`src/rtl/sine_pkg.sv`:
```
// Shared constants, types and the elaboration-time quarter-wave table builder
// for the DDS sine source.
package sine_pkg;

  localparam int unsigned PHASE_W_DEF = 16;
  localparam int unsigned LUT_AW_DEF  = 6;
  localparam logic [7:0]  MID_SCALE   = 8'd128;

  typedef logic [PHASE_W_DEF-1:0] phase_t;

  typedef enum logic [1:0] {
    ST_IDLE     = 2'd0,
    ST_RUN      = 2'd1,
    ST_RUN_PEND = 2'd2
  } ctrl_state_e;

  // round(127*sin(pi/2*(k+0.5)/2^aw)); Taylor series keeps this a pure
  // constant function usable for ROM initialisation.
  function automatic logic [6:0] quarter_sine(input int unsigned k, input int unsigned aw);
    real x;
    real term;
    real acc;
    x    = 3.14159265358979323846 / 2.0 * (real'(k) + 0.5) / real'(32'd1 << aw);
    acc  = x;
    term = x;
    for (int unsigned n = 1; n < 12; n++) begin
      term = -term * x * x / real'((2 * n) * (2 * n + 1));
      acc  = acc + term;
    end
    return 7'($rtoi(127.0 * acc + 0.5));
  endfunction

endpackage

```
`src/rtl/sine_quarter_rom.sv`:
```
// Combinational quarter-wave amplitude table, 2^LUT_AW entries of 7 bits.
module sine_quarter_rom
  import sine_pkg::*;
#(
  parameter int unsigned LUT_AW = LUT_AW_DEF
) (
  input  logic [LUT_AW-1:0] idx,
  output logic [6:0]        amp
);

  logic [6:0] rom_q [2**LUT_AW];

  for (genvar k = 0; k < 2**LUT_AW; k++) begin : g_rom
    assign rom_q[k] = quarter_sine(k, LUT_AW);
  end

  assign amp = rom_q[idx];

endmodule

```
`src/rtl/sine_dds_gen.sv`:
```
// DDS sine source: phase accumulator with wrap-synchronised frequency switch,
// quarter-wave fold and two-stage lookup pipeline producing offset-binary samples.
module sine_dds_gen
  import sine_pkg::*;
#(
  parameter int unsigned       PHASE_W = PHASE_W_DEF,
  parameter int unsigned       LUT_AW  = LUT_AW_DEF,
  parameter logic [PHASE_W-1:0] FCW_RST = 16'h0400
) (
  input  logic               clk,
  input  logic               rst,
  input  logic               en,
  input  logic               phase_clr,
  input  logic [PHASE_W-1:0] fcw_i,
  input  logic               fcw_valid,
  output logic               fcw_ready,
  output logic [7:0]         data_o,
  output logic               data_valid
);

  logic [PHASE_W-1:0] phase;
  logic [PHASE_W-1:0] fcw;
  logic [PHASE_W-1:0] fcw_pend;
  logic               pending;
  logic [PHASE_W:0]   sum;
  logic               wrap;
  logic               accept;
  ctrl_state_e        state;

  logic [1:0]         q1;
  logic [LUT_AW-1:0]  idx_raw;
  logic [LUT_AW-1:0]  idx1;
  logic               v1;
  logic [6:0]         amp;

  always_comb begin
    sum     = {1'b0, phase} + {1'b0, fcw};
    // phase_clr counts as a wrap so a pending word lands on the cleared phase
    wrap    = en && (phase_clr || sum[PHASE_W]);
    accept  = fcw_valid && !pending;
    idx_raw = phase[PHASE_W-3 -: LUT_AW];
    if (!en)          state = ST_IDLE;
    else if (pending) state = ST_RUN_PEND;
    else              state = ST_RUN;
  end

  assign fcw_ready = !pending;

  always_ff @(posedge clk or posedge rst) begin
    if (rst)            phase <= '0;
    else if (phase_clr) phase <= '0;
    else if (en)        phase <= sum[PHASE_W-1:0];
  end

  always_ff @(posedge clk or posedge rst) begin
    if (rst) begin
      fcw      <= FCW_RST;
      fcw_pend <= '0;
      pending  <= 1'b0;
    end else begin
      case (state)
        ST_IDLE: begin
          // en dropped with a word waiting: no wrap will come, take it now
          if (pending) begin
            fcw     <= fcw_pend;
            pending <= 1'b0;
          end else if (accept) begin
            fcw <= fcw_i;
          end
        end
        ST_RUN: begin
          if (accept) begin
            fcw_pend <= fcw_i;
            pending  <= 1'b1;
          end
        end
        ST_RUN_PEND: begin
          if (wrap) begin
            fcw     <= fcw_pend;
            pending <= 1'b0;
          end
        end
        default: ;
      endcase
    end
  end

  always_ff @(posedge clk or posedge rst) begin
    if (rst) begin
      q1   <= '0;
      idx1 <= '0;
      v1   <= 1'b0;
    end else begin
      q1   <= phase[PHASE_W-1 -: 2];
      idx1 <= phase[PHASE_W-2] ? ~idx_raw : idx_raw;
      v1   <= en;
    end
  end

  sine_quarter_rom #(
    .LUT_AW(LUT_AW)
  ) u_rom (
    .idx(idx1),
    .amp(amp)
  );

  always_ff @(posedge clk or posedge rst) begin
    if (rst) begin
      data_o     <= MID_SCALE;
      data_valid <= 1'b0;
    end else begin
      data_valid <= v1;
      if (v1) data_o <= q1[1] ? (MID_SCALE - {1'b0, amp}) : (MID_SCALE + {1'b0, amp});
    end
  end

endmodule

```
`config.mk`:
```
export PLATFORM = sky130hd
export DESIGN_NAME = sine_dds_gen
export DESIGN_NICKNAME = d
export VERILOG_FILES = /design/src/rtl/sine_pkg.sv /design/src/rtl/sine_quarter_rom.sv /design/src/rtl/sine_dds_gen.sv
export SDC_FILE = /design/constraint.sdc
export NUM_CORES = 1
export LEC_CHECK = 0
export ABC_CLOCK_PERIOD_IN_PS = 2300
export CORE_MARGIN = 4
export CORE_UTILIZATION = 54
export CTS_CLUSTER_SIZE = 20
export DETAILED_ROUTE_END_ITERATION = 10
export PLACE_DENSITY = 0.82
export SLEW_MARGIN = 20
export SYNTH_ARGS = -nofsm -noshare
export SYNTH_HDL_FRONTEND = slang
export SYNTH_SLANG_ARGS = --single-unit
```
`constraint.sdc`:
```
create_clock -name clk -period 2.3 [get_ports clk]
set_input_delay 0.23 -clock clk [delete_from_list [all_inputs] [get_ports clk]]
set_output_delay 0.23 -clock clk [all_outputs]
set_load 0.005 [all_outputs]
```
==> metrics.cfg <==
[synth]
synth_top_area_cell=dfrtp_1
ys_top_cells_by_area=dfrtp_1 37%, mux2_2 11%, ha_1 6.7%, mux2_4 3.5%, nor2_1 3.0%
syn-num-nets=456
synthDistinctLibCells=65
yosysSeqAreaShare_pct=38.39
yosys_register_bits=66
synthesis.instances=411
yosys.area.top_type_share_pct=37.17
synth_edf_count=0
yosysWarnings=0
synth_area_mm2=0.004309
avgSynthCellArea_um2=10.48
async_flop_share_pct=100.0
yosys_most_used_dff=dfrtp_1

[status]
failed_checks=negative setup slack
status=finished, violations left

[global_route]
antenna_found_initial=0
grt_start_max_net_pins=67
grt_pass1_vias=3766
grt_overflow=0
grt_usage_pct=22.90
grt_pass1_wl_mm=17.81

[drt]
wl_met3_um=440
viasPerCell=6.037
dr_wl_met2_mm=5.412
first_pass_iters=4
top_layer_used=met4
wl_per_cell_um=17.76
ant_nets=0
drt_drc_violations_left=0
drtIter0Drc=188
drt_wl_total_mm=10.43
num_vias=3544
wl_met1_mm=4.150

[power_and_ir_drop]
powerDensity_mw_per_mm2=1396
p_total_mw=7.603
leakagePower_nw=2.399
intPower_mw=4.626
seqPwrFrac_pct=25.5
p_switching_mw=2.977
p_sw_share_pct=39.16
clockPowerShare_pct=17.6
peakVddDrop_v=0.0008024
comb_power_share_pct=56.9

[placed_design]
portBuffers=30
place_hpwl_mm=6.786
globalplace.congestion=0.8752
dp.cells=561

[worst_setup_path]
endpoint_kind=flip-flop
reg2reg_to=fcw[1]$_DFFE_PP0P_
r2r_cells=9
critPathKind=reg -> reg
worstPathRequired_ns=2.54
crit_path_start_kind=flip-flop
worstPathMaxFanout=8
r2r-start=fcw[0]$_DFFE_PP0P_
worstPathArrival_ns=2.74
r2r_setup_slack_ns=-0.20

[floorplanning]
rows=32
die_area_mm2=0.009473
start_util_pct=55.76
core_mm2=0.007727
die_w_um=97.33
pin_count=31
die_h_um=97.33

[timing]
rsz0062_at_grt=true
hold_viol_final=0
tightest_slew_ns=0.5901
fin_crit_ns=2.502
slew_violations=0
setup_viol=17
worst_slack_ns=-0.2021
slew_headroom_pct=60.66
min_period_over_period_pct=108.8
skew_ns=0.01072
fmax_ghz=0.3997

[final_layout]
final_nets=525
area_growth_pct=26.42
drive_above_1_share_pct=31.96
fin_cells=587
num_antenna_cells=0

[clocking]
insertion_delay_ns=0.36
cts_root_buf=clkbuf_8
cts_tree=built
cts.htree.levels=3
cts_buffer_depth=2
path_clk_slew_ns=0.07
cts_buffers=9
clock-sinks=66

[flow_run]
maxCapViolations=0

[worst_hold_path]
worst_hold_path_type=in -> async

worst max-delay path: stages (launching register included):
cell	delay [ns]
dfrtp_1	0.38
ha_2	0.20
fa_2	0.37
a211oi_2	0.24
or3_4	0.19
a21oi_4	0.06
or2_4	0.24
a21o_4	0.24
buf_12	0.15
mux2_4	0.31
power groups by stage:
stage / Combinational (mW) / Clock (mW) / Sequential [mW]
final: 4.33 / 1.34 / 1.94
after global routing: 4.71 / 1.41 / 1.98
after CTS: 4.14 / 1.35 / 1.92
after detailed placement: 3.90 / 0 / 1.93
after global placement: 3.71 / 0 / 1.90
after floorplan: 2.80 / 0 / 1.80
worst max-delay path by stage:
stage / from / end / slack (ns) / cells past startpoint
6_report: fcw[0]$_DFFE_PP0P_ / fcw[1]$_DFFE_PP0P_ / -0.20 / 9
5_1_grt: fcw[0]$_DFFE_PP0P_ / fcw[4]$_DFFE_PP0P_ / -0.25 / 9
4_1_cts: fcw[0]$_DFFE_PP0P_ / fcw[1]$_DFFE_PP0P_ / -0.15 / 9
3_5_place_dp: phase[0]$_DFFE_PP0P_ / fcw[3]$_DFFE_PP0P_ / -0.18 / 9
3_3_place_gp: phase[0]$_DFFE_PP0P_ / fcw[0]$_DFFE_PP0P_ / -0.13 / 9
2_1_floorplan: phase[0]$_DFFE_PP0P_ / fcw[0]$_DFFE_PP0P_ / -0.22 / 10
state kept, by name, indices dropped and copies added, names as in the netlist:
| name | count |
|---|---|
| fcw | 16 |
| q1 | 1 |
| pending | 1 |
| data_valid | 1 |
| data_o | 8 |
| v1 | 1 |
| phase | 16 |
| fcw_pend | 16 |
| idx1 | 6 |
per-stage QoR:
step / hold slack, ns / setup slack [ns] / instance area, um^2 / setup TNS, ns / utilization [%]
after floorplan: 0.2614 / -0.2151 / 4373 / -2.387 / -
after global placement: 0.4136 / -0.1269 / 5007 / -1.803 / 64.80
after detailed placement: 0.4158 / -0.1760 / 5007 / -2.601 / 64.80
after CTS: 0.2904 / -0.1466 / 5406 / -1.994 / 69.96
after global routing: 0.3068 / -0.2472 / 5448 / -3.836 / 70.50
final: 0.2647 / -0.2021 / 5448 / -2.721 / 70.50
cells by family (layout without fill, tap and decap cells):
group	Yosys count	in the layout	synth area share (%)
compound gates	98	98	17.10
xor+xnor	22	22	4.471
fa+ha+maj	24	24	7.143
buf+inv	40	114	4.530
flops	66	66	38.39
mux	61	61	16.52
simple gates	100	100	11.85
what timing repair did:
item / in CTS / in global routing
endpoints found under the setup margin: 18 / 24
pin swaps: 9 / 4
cloned: 1 / 0
gates resized for setup: 8 / 10
hold endpoints to repair: 0 / 0
buffers inserted: 8 / 4
hold buffers: 0 / 0
cells in the mapped netlist (3+ instances only):
cell	instances
o31ai_1	5
inv_1	18
a311o_1	3
ha_1	23
nand3_1	7
a21o_1	8
o211ai_1	8
xnor2_1	12
dfrtp_1	64
nor3b_1	3
nor2b_1	8
xor2_1	10
mux2i_1	10
a211oi_1	11
a31oi_1	3
o21a_1	5
clkbuf_1	10
nand4_1	5
mux2_4	10
o21ai_0	12
nor2_1	34
nand2b_1	6
mux2_2	41
buf_1	3
a21oi_1	18
nand2_1	19
buf_4	5
placed cells by master, fill, tap and decap left out, types with 6 or more instances in the layout:
cell type        synthesis  layout
a21oi_1                 18      16
o211ai_1                 8       8
clkdlybuf4s50_1          0      30
ha_1                    23      17
mux2_2                  41      40
nor2_1                  34      33
nand2b_1                 6       6
xor2_1                  10      10
nand2_1                 19      19
inv_1                   18      13
nor2b_1                  8       7
clkbuf_8                 0      10
buf_4                    5      42
mux2i_1                 10      10
mux2_4                  10      11
xnor2_1                 12      12
a21o_1                   8       7
o21ai_0                 12      12
a211oi_1                11       9
dfrtp_1                 64      61
nand3_1                  7       7
final cells by class:
cell class	instances	area (um^2)
Clock inverter	6	136.4
Clock buffer	10	137.6
Multi-Input combinational cell	305	2570
Tap cell	102	127.6
Sequential cell	66	1658
Fill cell	504	2280
Inverter	18	70.07
Timing Repair Buffer	80	748.2
routing by layer:
metal / vias to the layer above / GRT usage, %
met1: 1762 / 26.24
met4: 0 / 11.71
met2: 106 / 40.82
li1: 1632 / -
met3: 44 / 4.020
met5: - / 0
Note: power is estimated with default switching activity, not from simulation.
